--- src/rtl/rf_bus_pkg.sv ---
// rf_bus_pkg: shared definitions for the rf_bus_if register-file front end.
// Holds the FSM state encoding, default widths and the strobe-width helper.
package rf_bus_pkg;

   localparam int ADDR_W_DEF = 3;
   localparam int DATA_W_DEF = 32;
   localparam int STRB_W_DEF = DATA_W_DEF / 8;

   typedef enum logic [2:0] {
      ST_IDLE   = 3'd0,
      ST_WR     = 3'd1,
      ST_RD     = 3'd2,
      ST_RMW_RD = 3'd3,
      ST_RESP   = 3'd4
   } state_t;

   // One strobe bit per data byte.
   function automatic int strb_w(input int dw);
      return dw / 8;
   endfunction

endpackage

--- src/rtl/rf_bus_if_if.sv ---
// rf_bus_intf: request/response bus plus register-file port bundle.
// slave  = the rf_bus_if block itself.
// master = the requester / register-file environment around it.
interface rf_bus_intf #(
   parameter int ADDR_W = 3,
   parameter int DATA_W = 32
) ();
   localparam int STRB_W = DATA_W / 8;

   // requester side
   logic              s_req;
   logic              s_wr;
   logic [ADDR_W-1:0] s_addr;
   logic [DATA_W-1:0] s_wdata;
   logic [STRB_W-1:0] s_strb;
   logic              s_ack;
   logic [DATA_W-1:0] s_rdata;
   logic              s_rvalid;
   logic              busy;

   // register-file side
   logic [ADDR_W-1:0] rf_wAddr;
   logic [DATA_W-1:0] rf_wData;
   logic              rf_we;
   logic [ADDR_W-1:0] rf_rAddr;
   logic [DATA_W-1:0] rf_rData;

   modport slave (
      input  s_req, s_wr, s_addr, s_wdata, s_strb, rf_rData,
      output s_ack, s_rdata, s_rvalid, busy,
             rf_wAddr, rf_wData, rf_we, rf_rAddr
   );

   modport master (
      output s_req, s_wr, s_addr, s_wdata, s_strb, rf_rData,
      input  s_ack, s_rdata, s_rvalid, busy,
             rf_wAddr, rf_wData, rf_we, rf_rAddr
   );
endinterface

--- src/rtl/rf_bus_if_byte_merge.sv ---
// rf_byte_merge: combinational byte-lane merge for partial writes.
// Each byte with strobe=1 comes from the new word, otherwise from the old word.
module rf_byte_merge #(
   parameter int DATA_W = 32
) (
   input  logic [DATA_W-1:0]   i_old,
   input  logic [DATA_W-1:0]   i_new,
   input  logic [DATA_W/8-1:0] i_strb,
   output logic [DATA_W-1:0]   o_merged
);
   localparam int NB = DATA_W / 8;

   for (genvar b = 0; b < NB; b++) begin : g_lane
      assign o_merged[b*8 +: 8] = i_strb[b] ? i_new[b*8 +: 8] : i_old[b*8 +: 8];
   end
endmodule

--- src/rtl/rf_bus_if.sv ---
// rf_bus_if: single-request bus front end for a combinational-read register file.
// Write: IDLE->WR (ack with rf_we). Read: IDLE->RD->RESP (rvalid+ack).
// Optional feature macro RF_BYTE_STRB_EN: partial-strobe writes go through
// RMW_RD to merge old bytes; an all-zero strobe acks without writing.
module rf_bus_if
   import rf_bus_pkg::*;
#(
   parameter int ADDR_W = ADDR_W_DEF,
   parameter int DATA_W = DATA_W_DEF
) (
   input  logic      clk,
   input  logic      reset_n,
   rf_bus_intf.slave bus
);
   localparam int STRB_W = strb_w(DATA_W);

   state_t            r_state;
   state_t            w_state_nxt;
   logic [ADDR_W-1:0] r_addr;
   logic [DATA_W-1:0] r_data;
   logic [DATA_W-1:0] r_rdata;
   logic              w_we;
   logic              w_ack;
   logic              w_rvalid;
   logic [ADDR_W-1:0] w_raddr;

`ifdef RF_BYTE_STRB_EN
   logic [STRB_W-1:0] r_strb;
   logic              r_nowe;
   logic [DATA_W-1:0] w_merged;
   logic              w_strb_full;
   logic              w_strb_none;

   assign w_strb_full = (bus.s_strb == {STRB_W{1'b1}});
   assign w_strb_none = (bus.s_strb == '0);

   // Old word comes straight from the register file during RMW_RD.
   rf_byte_merge #(.DATA_W(DATA_W)) u_merge (
      .i_old    (bus.rf_rData),
      .i_new    (r_data),
      .i_strb   (r_strb),
      .o_merged (w_merged)
   );
`endif

   // State register; reset aborts any in-flight request.
   always_ff @(posedge clk or negedge reset_n) begin
      if (!reset_n) r_state <= ST_IDLE;
      else          r_state <= w_state_nxt;
   end

   // Request capture in IDLE; partial writes fold old bytes in during RMW_RD.
   always_ff @(posedge clk or negedge reset_n) begin
      if (!reset_n) begin
         r_addr <= '0;
         r_data <= '0;
`ifdef RF_BYTE_STRB_EN
         r_strb <= '0;
         r_nowe <= 1'b0;
`endif
      end else if (r_state == ST_IDLE && bus.s_req) begin
         r_addr <= bus.s_addr;
         r_data <= bus.s_wdata;
`ifdef RF_BYTE_STRB_EN
         r_strb <= bus.s_strb;
         r_nowe <= w_strb_none;
`endif
      end
`ifdef RF_BYTE_STRB_EN
      else if (r_state == ST_RMW_RD) begin
         r_data <= w_merged;
      end
`endif
   end

   // Read data is captured in RD and held until the next read.
   always_ff @(posedge clk or negedge reset_n) begin
      if (!reset_n)               r_rdata <= '0;
      else if (r_state == ST_RD)  r_rdata <= bus.rf_rData;
   end

   // Next-state and Moore outputs.
   always_comb begin
      w_state_nxt = r_state;
      w_we        = 1'b0;
      w_ack       = 1'b0;
      w_rvalid    = 1'b0;
      w_raddr     = '0;
      case (r_state)
         ST_IDLE: begin
            if (bus.s_req) begin
               if (bus.s_wr) begin
`ifdef RF_BYTE_STRB_EN
                  if (w_strb_full || w_strb_none) w_state_nxt = ST_WR;
                  else                            w_state_nxt = ST_RMW_RD;
`else
                  w_state_nxt = ST_WR;
`endif
               end else begin
                  w_state_nxt = ST_RD;
               end
            end
         end
         ST_WR: begin
`ifdef RF_BYTE_STRB_EN
            w_we = ~r_nowe;
`else
            w_we = 1'b1;
`endif
            w_ack       = 1'b1;
            w_state_nxt = ST_IDLE;
         end
         ST_RD: begin
            w_raddr     = r_addr;
            w_state_nxt = ST_RESP;
         end
         ST_RMW_RD: begin
            w_raddr     = r_addr;
`ifdef RF_BYTE_STRB_EN
            w_state_nxt = ST_WR;
`else
            w_state_nxt = ST_IDLE;
`endif
         end
         ST_RESP: begin
            w_rvalid    = 1'b1;
            w_ack       = 1'b1;
            w_state_nxt = ST_IDLE;
         end
         default: w_state_nxt = ST_IDLE;
      endcase
   end

   assign bus.s_ack    = w_ack;
   assign bus.s_rvalid = w_rvalid;
   assign bus.s_rdata  = r_rdata;
   assign bus.busy     = (r_state != ST_IDLE);
   assign bus.rf_we    = w_we;
   assign bus.rf_wAddr = r_addr;
   assign bus.rf_wData = r_data;
   assign bus.rf_rAddr = w_raddr;

endmodule

--- src/flat_wrapper.sv ---
// flat-port wrapper written by rule: the top's interface ports become plain ports
module rf_bus_if_flat import rf_bus_pkg::*;
#(
   parameter int ADDR_W = ADDR_W_DEF,
   parameter int DATA_W = DATA_W_DEF
)
  (clk, reset_n, bus_s_req, bus_s_wr, bus_s_addr, bus_s_wdata, bus_s_strb, bus_rf_rData, bus_s_ack, bus_s_rdata, bus_s_rvalid, bus_busy, bus_rf_wAddr, bus_rf_wData, bus_rf_we, bus_rf_rAddr);
  rf_bus_intf #(.ADDR_W(ADDR_W), .DATA_W(DATA_W)) bus_i ();
  input  logic clk;
  input  logic reset_n;
  input wire logic [$bits(bus_i.s_req)-1:0] bus_s_req;
  input wire logic [$bits(bus_i.s_wr)-1:0] bus_s_wr;
  input wire logic [$bits(bus_i.s_addr)-1:0] bus_s_addr;
  input wire logic [$bits(bus_i.s_wdata)-1:0] bus_s_wdata;
  input wire logic [$bits(bus_i.s_strb)-1:0] bus_s_strb;
  input wire logic [$bits(bus_i.rf_rData)-1:0] bus_rf_rData;
  output wire logic [$bits(bus_i.s_ack)-1:0] bus_s_ack;
  output wire logic [$bits(bus_i.s_rdata)-1:0] bus_s_rdata;
  output wire logic [$bits(bus_i.s_rvalid)-1:0] bus_s_rvalid;
  output wire logic [$bits(bus_i.busy)-1:0] bus_busy;
  output wire logic [$bits(bus_i.rf_wAddr)-1:0] bus_rf_wAddr;
  output wire logic [$bits(bus_i.rf_wData)-1:0] bus_rf_wData;
  output wire logic [$bits(bus_i.rf_we)-1:0] bus_rf_we;
  output wire logic [$bits(bus_i.rf_rAddr)-1:0] bus_rf_rAddr;
  assign bus_i.s_req = bus_s_req;
  assign bus_i.s_wr = bus_s_wr;
  assign bus_i.s_addr = bus_s_addr;
  assign bus_i.s_wdata = bus_s_wdata;
  assign bus_i.s_strb = bus_s_strb;
  assign bus_i.rf_rData = bus_rf_rData;
  assign bus_s_ack = bus_i.s_ack;
  assign bus_s_rdata = bus_i.s_rdata;
  assign bus_s_rvalid = bus_i.s_rvalid;
  assign bus_busy = bus_i.busy;
  assign bus_rf_wAddr = bus_i.rf_wAddr;
  assign bus_rf_wData = bus_i.rf_wData;
  assign bus_rf_we = bus_i.rf_we;
  assign bus_rf_rAddr = bus_i.rf_rAddr;
  rf_bus_if #(.ADDR_W(ADDR_W), .DATA_W(DATA_W)) u_core (.clk(clk), .reset_n(reset_n), .bus(bus_i));
endmodule
--- config.mk ---
export PLATFORM = sky130hd
export DESIGN_NAME = rf_bus_if_flat
export DESIGN_NICKNAME = d
export VERILOG_FILES = /design/src/rtl/rf_bus_pkg.sv /design/src/rtl/rf_bus_if_if.sv /design/src/rtl/rf_bus_if_byte_merge.sv /design/src/rtl/rf_bus_if.sv /design/src/flat_wrapper.sv
export SDC_FILE = /design/constraint.sdc
export NUM_CORES = 1
export LEC_CHECK = 0
export BUFFER_PORTS_ARGS = -buffer_cell sky130_fd_sc_hd__buf_4
export CORE_UTILIZATION = 30
export DETAILED_ROUTE_END_ITERATION = 10
export PLACE_DENSITY = 0.57
export SETUP_SLACK_MARGIN = 0.1
export SYNTH_ARGS = -nofsm -noshare
export SYNTH_HDL_FRONTEND = slang
export SYNTH_SLANG_ARGS = --single-unit
--- constraint.sdc ---
create_clock -name clk -period 3.1 [get_ports clk]
set_clock_uncertainty 0.15 [all_clocks]
set_input_delay 0.155 -clock clk [delete_from_list [all_inputs] [get_ports clk]]
set_output_delay 0.155 -clock clk [all_outputs]
set_load 0.02 [all_outputs]
* After elaboration in Yosys (flattened, before gate mapping)
Cells that the tools add are included.
** Operators by class
- Muxes and demuxes :: 7
- Equal/unequal tests :: 5
- Reductions and logical operators :: 5
** Operators with widths (number)
- 3-bit by 2-bit == test with 1-bit output (second input constant) :: 2
- 3-bit 2-to-1 mux :: 2
- 3-bit one-hot mux with 2 select lines :: 1
- 2-bit OR reduction :: 2
- 3-bit by 1-bit == test with 1-bit output (second input constant) :: 1
- 3-bit == test (second input constant) :: 1
- 3-bit zero test :: 1
- 1-bit 2-to-1 mux :: 3
- 3-bit nonzero test :: 1
- 2-bit 2-to-1 mux :: 1
- 2-bit != test (second input constant) :: 1
- 1-bit logical AND :: 1
** Storage, ports and cells
- Logic and storage cells :: 21
- Input bits :: 75
- Output and inout bits :: 74
- Flip-flop bits (word level) :: 70

* Longest topological paths before layout
- Word-level depth :: 3
- Gate-level depth with buffers :: 5
- Depth with buffers taken out :: 2

* Least setup slack after synthesis
Ideal clock, no wire load.
- Path type :: register to register
- From :: register u_core.r_state[0]
- To :: register u_core.r_addr[0], in the netlist u_core.bus.rf_wAddr[0]
- Period minus slack after synthesis :: 1.649 ns
- Data arrival time :: 1.374 ns
- Data required time :: 2.825 ns
- Slack :: 1.451 ns
- Buffers on the path :: 2
- Library setup time :: 0.125 ns
- Stages on the path, launching flop included :: 5
- Cell sequence :: dfrtp_1 nor4b_2 buf_6 buf_12 mux2_4
** Between the ends
- Word-level cells in the longest chain between the ends :: 2
** RTL lines
- start, declared :: line rf_bus_if.sv:17 : state_t r_state;
- start signal, assigned :: line rf_bus_if.sv:49 : else r_state <= w_state_nxt;
- 3-bit zero test :: line rf_bus_if.sv:61 : end else if (r_state == ST_IDLE && bus.s_req) begin
- 1-bit logical AND :: line rf_bus_if.sv:61
- end signal, assigned :: line rf_bus_if.sv:62 : r_addr <= bus.s_addr;
- end, declared :: line rf_bus_if.sv:19 : logic [ADDR_W-1:0] r_addr;
Every way passes these cells.
A chain may end at the register's enable or synchronous reset.

* Final worst setup path
- From :: register u_core.r_state[0]
- To :: register u_core.r_data[16], in the netlist u_core.bus.rf_wData[16]
** Between the ends
- Word-level cells in the longest chain between the ends :: 2
** RTL lines
- 3-bit zero test :: line rf_bus_if.sv:61
- 1-bit logical AND :: line rf_bus_if.sv:61
- end signal, assigned :: line rf_bus_if.sv:63 : r_data <= bus.s_wdata;
- end, declared :: line rf_bus_if.sv:20 : logic [DATA_W-1:0] r_data;
Every way passes these cells.

==> impl_metrics.env <==
export IMPL_power_density_nw_per_um2=685
export IMPL_antenna_left=0
export IMPL_cts_resized=0
export IMPL_initial_core_util_pct=30.7
export IMPL_grt_pass1_wl_um=10400
export IMPL_end_kind="flip-flop"
export IMPL_dieArea_sq_um=9820
export IMPL_rrSetupSlack_ns=1.08
export IMPL_area_delta_synth_final_pct=72.7
export IMPL_rsz0062_at_grt="no"
export IMPL_slowest_delay_ns=0.55
export IMPL_fin_util_pct=53.1
export IMPL_max_slew_worst_pin_slew_ns=0.885
export IMPL_slew_headroom_pct=41.0
export IMPL_path_class="flip-flop to flip-flop"
export IMPL_crit_family="buffers and inverters"
export IMPL_avgSynthCellArea_sq_um=17.9
export IMPL_grt_pass1_vias=2183
export IMPL_crit_arrival_ns=2.08
export IMPL_std_cell_rows=35
export IMPL_final_area_sq_um=4880
export IMPL_synthCells=158
export IMPL_critPathBufInv=1
export IMPL_coreArea_sq_um=9200
export IMPL_min_period_over_period_pct=65.1
export IMPL_grt_use_met1_pct=16.4
export IMPL_grt_util_met2_pct=22.3
export IMPL_placed_cell_area_sq_um=3960
export IMPL_grt_max_degree=71
export IMPL_via_per_inst=4.26
export IMPL_synth_area_sq_um=2830
export IMPL_layout_drive_gt1_share_pct=60.6
export IMPL_r2r_start="u_core.r_state[0]$_DFFE_PN0P_"
export IMPL_max_cap_violations=0
export IMPL_num_antenna_cells=0
export IMPL_ys_types=15
export IMPL_antenna_found_initial=0
export IMPL_yosys_register_bits=70
export IMPL_ys_seq_area_share_pct=61.9
export IMPL_portBuffers=144
export IMPL_busiest_layer="met2"
export IMPL_nFillCells=774
export IMPL_die_w_um=99.1
export IMPL_drt_initial_drc_count=40
export IMPL_gp_routability_congestion=0.688
export IMPL_root_buffer="clkbuf_8"
export IMPL_vias=2098
export IMPL_setup_viol=0
export IMPL_rr_worst_depth=3
export IMPL_multi_input_area_sq_um=975
export IMPL_cts_tree="yes"
export IMPL_nets=451
export IMPL_pin_count=149
export IMPL_fp_dieH_um=99.1
export IMPL_grt_overflow_total=0
export IMPL_worstPathRequired_ns=3.16
export IMPL_syn_num_nets=233
export IMPL_yosys_warnings=0
export IMPL_cts_htree_levels=3
export IMPL_routed_wl_um=6520
export IMPL_path_clk_slew_ns=0.08
export IMPL_dpl_hpwl_um=4070
export IMPL_hold_viol=0
export IMPL_first_pass_iters=4
export IMPL_crit_fanout=37
export IMPL_rr_endpoint="u_core.bus.rf_wData[16]$_DFFE_PN0P_"
export IMPL_wl_per_cell_um=13.3
export IMPL_crit_chain="nor4b_4 > buf_4 > mux2_2"
export IMPL_max_freq_ghz=0.496
export IMPL_insertion_delay_ns=0.33
export IMPL_regArea_sq_um=1750
export IMPL_finalMaxSlewViolations=0
export IMPL_clock_path_buffers=2
export IMPL_cp_slowest_cell="buf_4"
export IMPL_crit_path_start_kind="flip-flop"
export IMPL_drcViolationCount=0
export IMPL_cp_startpoint="u_core.r_state[0]$_DFFE_PN0P_"
export IMPL_max_vdd_ir_drop_uv=303
export IMPL_finalSetupTns_ns=0
export IMPL_status="finished, final reports clean"
export IMPL_cts_sinks=70
export IMPL_grtUsageTotal_pct=13.6
export IMPL_numCtsBuffers=9
export IMPL_gr_usage_met3_pct=4.26
export IMPL_period_minus_slack_ns=2.02
export IMPL_leakage_uw=0.00234
export IMPL_hp_class="input port to asynchronous set/reset pin"
[metal layers]
layer  wire [um]  share of wire (%)
met2        3100                 48
met4         120                1.8
met1        2840                 44
met5           0                  0
met3         456                7.0
[layout by cell type, fill, tap and decap left out]
cell type	Yosys	layout
and2_1	4	4
buf_4	0	146
bufinv_16	0	2
clkbuf_8	0	11
clkinv_2	0	1
clkinv_4	0	1
clkinvlp_4	0	1
dfrtp_1	70	70
dlygate4sd3_1	0	69
mux2_1	1	1
mux2_2	38	38
mux2_4	28	28
nor2_1	1	1
nor2b_1	2	2
nor3b_1	2	2
nor3b_4	1	1
nor4b_4	0	1
or3_2	1	1
xnor2_1	1	1
[kinds of logic after synthesis]
group	share of synthesized area, %
flops	61.9
xor+xnor	0.310
simple gates	3.45
buf+inv	3.89
mux	30.4
[area by class of cell]
type                       instances  share of cell area [%]
tap                              111                    2.84
clock buffer                      11                    3.10
multi-input combinational         80                    20.0
sequential                        70                    35.9
clock inverter                     5                    1.66
timing repair buffer             215                    36.6
[repair_timing]
action | 4_1_cts | 5_1_grt
buffers inserted | 0 | 0
hold endpoints to repair | 139 | 0
hold buffers | 69 | 0
[worst max path at each step]
stage               cells after the start  slack, ns                             endpoint
global route                            3       0.99  u_core.bus.rf_wData[16]$_DFFE_PN0P_
global placement                        3       1.11  u_core.bus.rf_wData[31]$_DFFE_PN0P_
detailed placement                      3       1.08  u_core.bus.rf_wData[16]$_DFFE_PN0P_
CTS                                     3       1.06  u_core.bus.rf_wData[16]$_DFFE_PN0P_
finish                                  3       1.08  u_core.bus.rf_wData[16]$_DFFE_PN0P_
floorplan                               4       1.45   u_core.bus.rf_wAddr[0]$_DFFE_PN0P_
[registers in the layout (all words and copies together) (netlist names)]
register	flops
u_core.bus.rf_wData	32
u_core.r_state	3
u_core.bus.rf_wAddr	3
u_core.bus.s_rdata	32
[synth_stat cells (all sizes together)]
cell	number	area share [%]
and2	4	0.88
buf	7	3.7
clkbuf	1	0.18
dfrtp	70	62
mux2	67	30
nor2	1	0.13
nor2b	2	0.44
nor3b	3	1.2
nor4b	1	0.53
or3	1	0.27
xnor2	1	0.31
[per-stage QoR]
step | std cells | hold WS, ns | setup slack, ns | power, uW
6_report | 492 | 0.342 | 1.08 | 3350
5_1_grt | 492 | 0.365 | 0.993 | 3530
4_1_cts | 492 | 0.345 | 1.06 | 3390
3_5_place_dp | 407 | 0.169 | 1.08 | 2470
3_3_place_gp | 407 | 0.163 | 1.11 | 2450
2_1_floorplan | 158 | -0.291 | 1.45 | 1940
[worst register-to-register path, stage by stage, from the launching register on]
cell and delay [ns]:
dfrtp_1 0.48, nor4b_4 0.29, buf_4 0.55, mux2_2 0.43
[report_power, final]
part           internal (uW)  switching (uW)  leakage, uW  total (uW)
Clock                    497             343     0.000116         840
Combinational            665             555      0.00140        1220
Sequential              1150             136     0.000827        1290
Total                   2310            1030      0.00234        3350
Power figures use the tool's default switching activity.
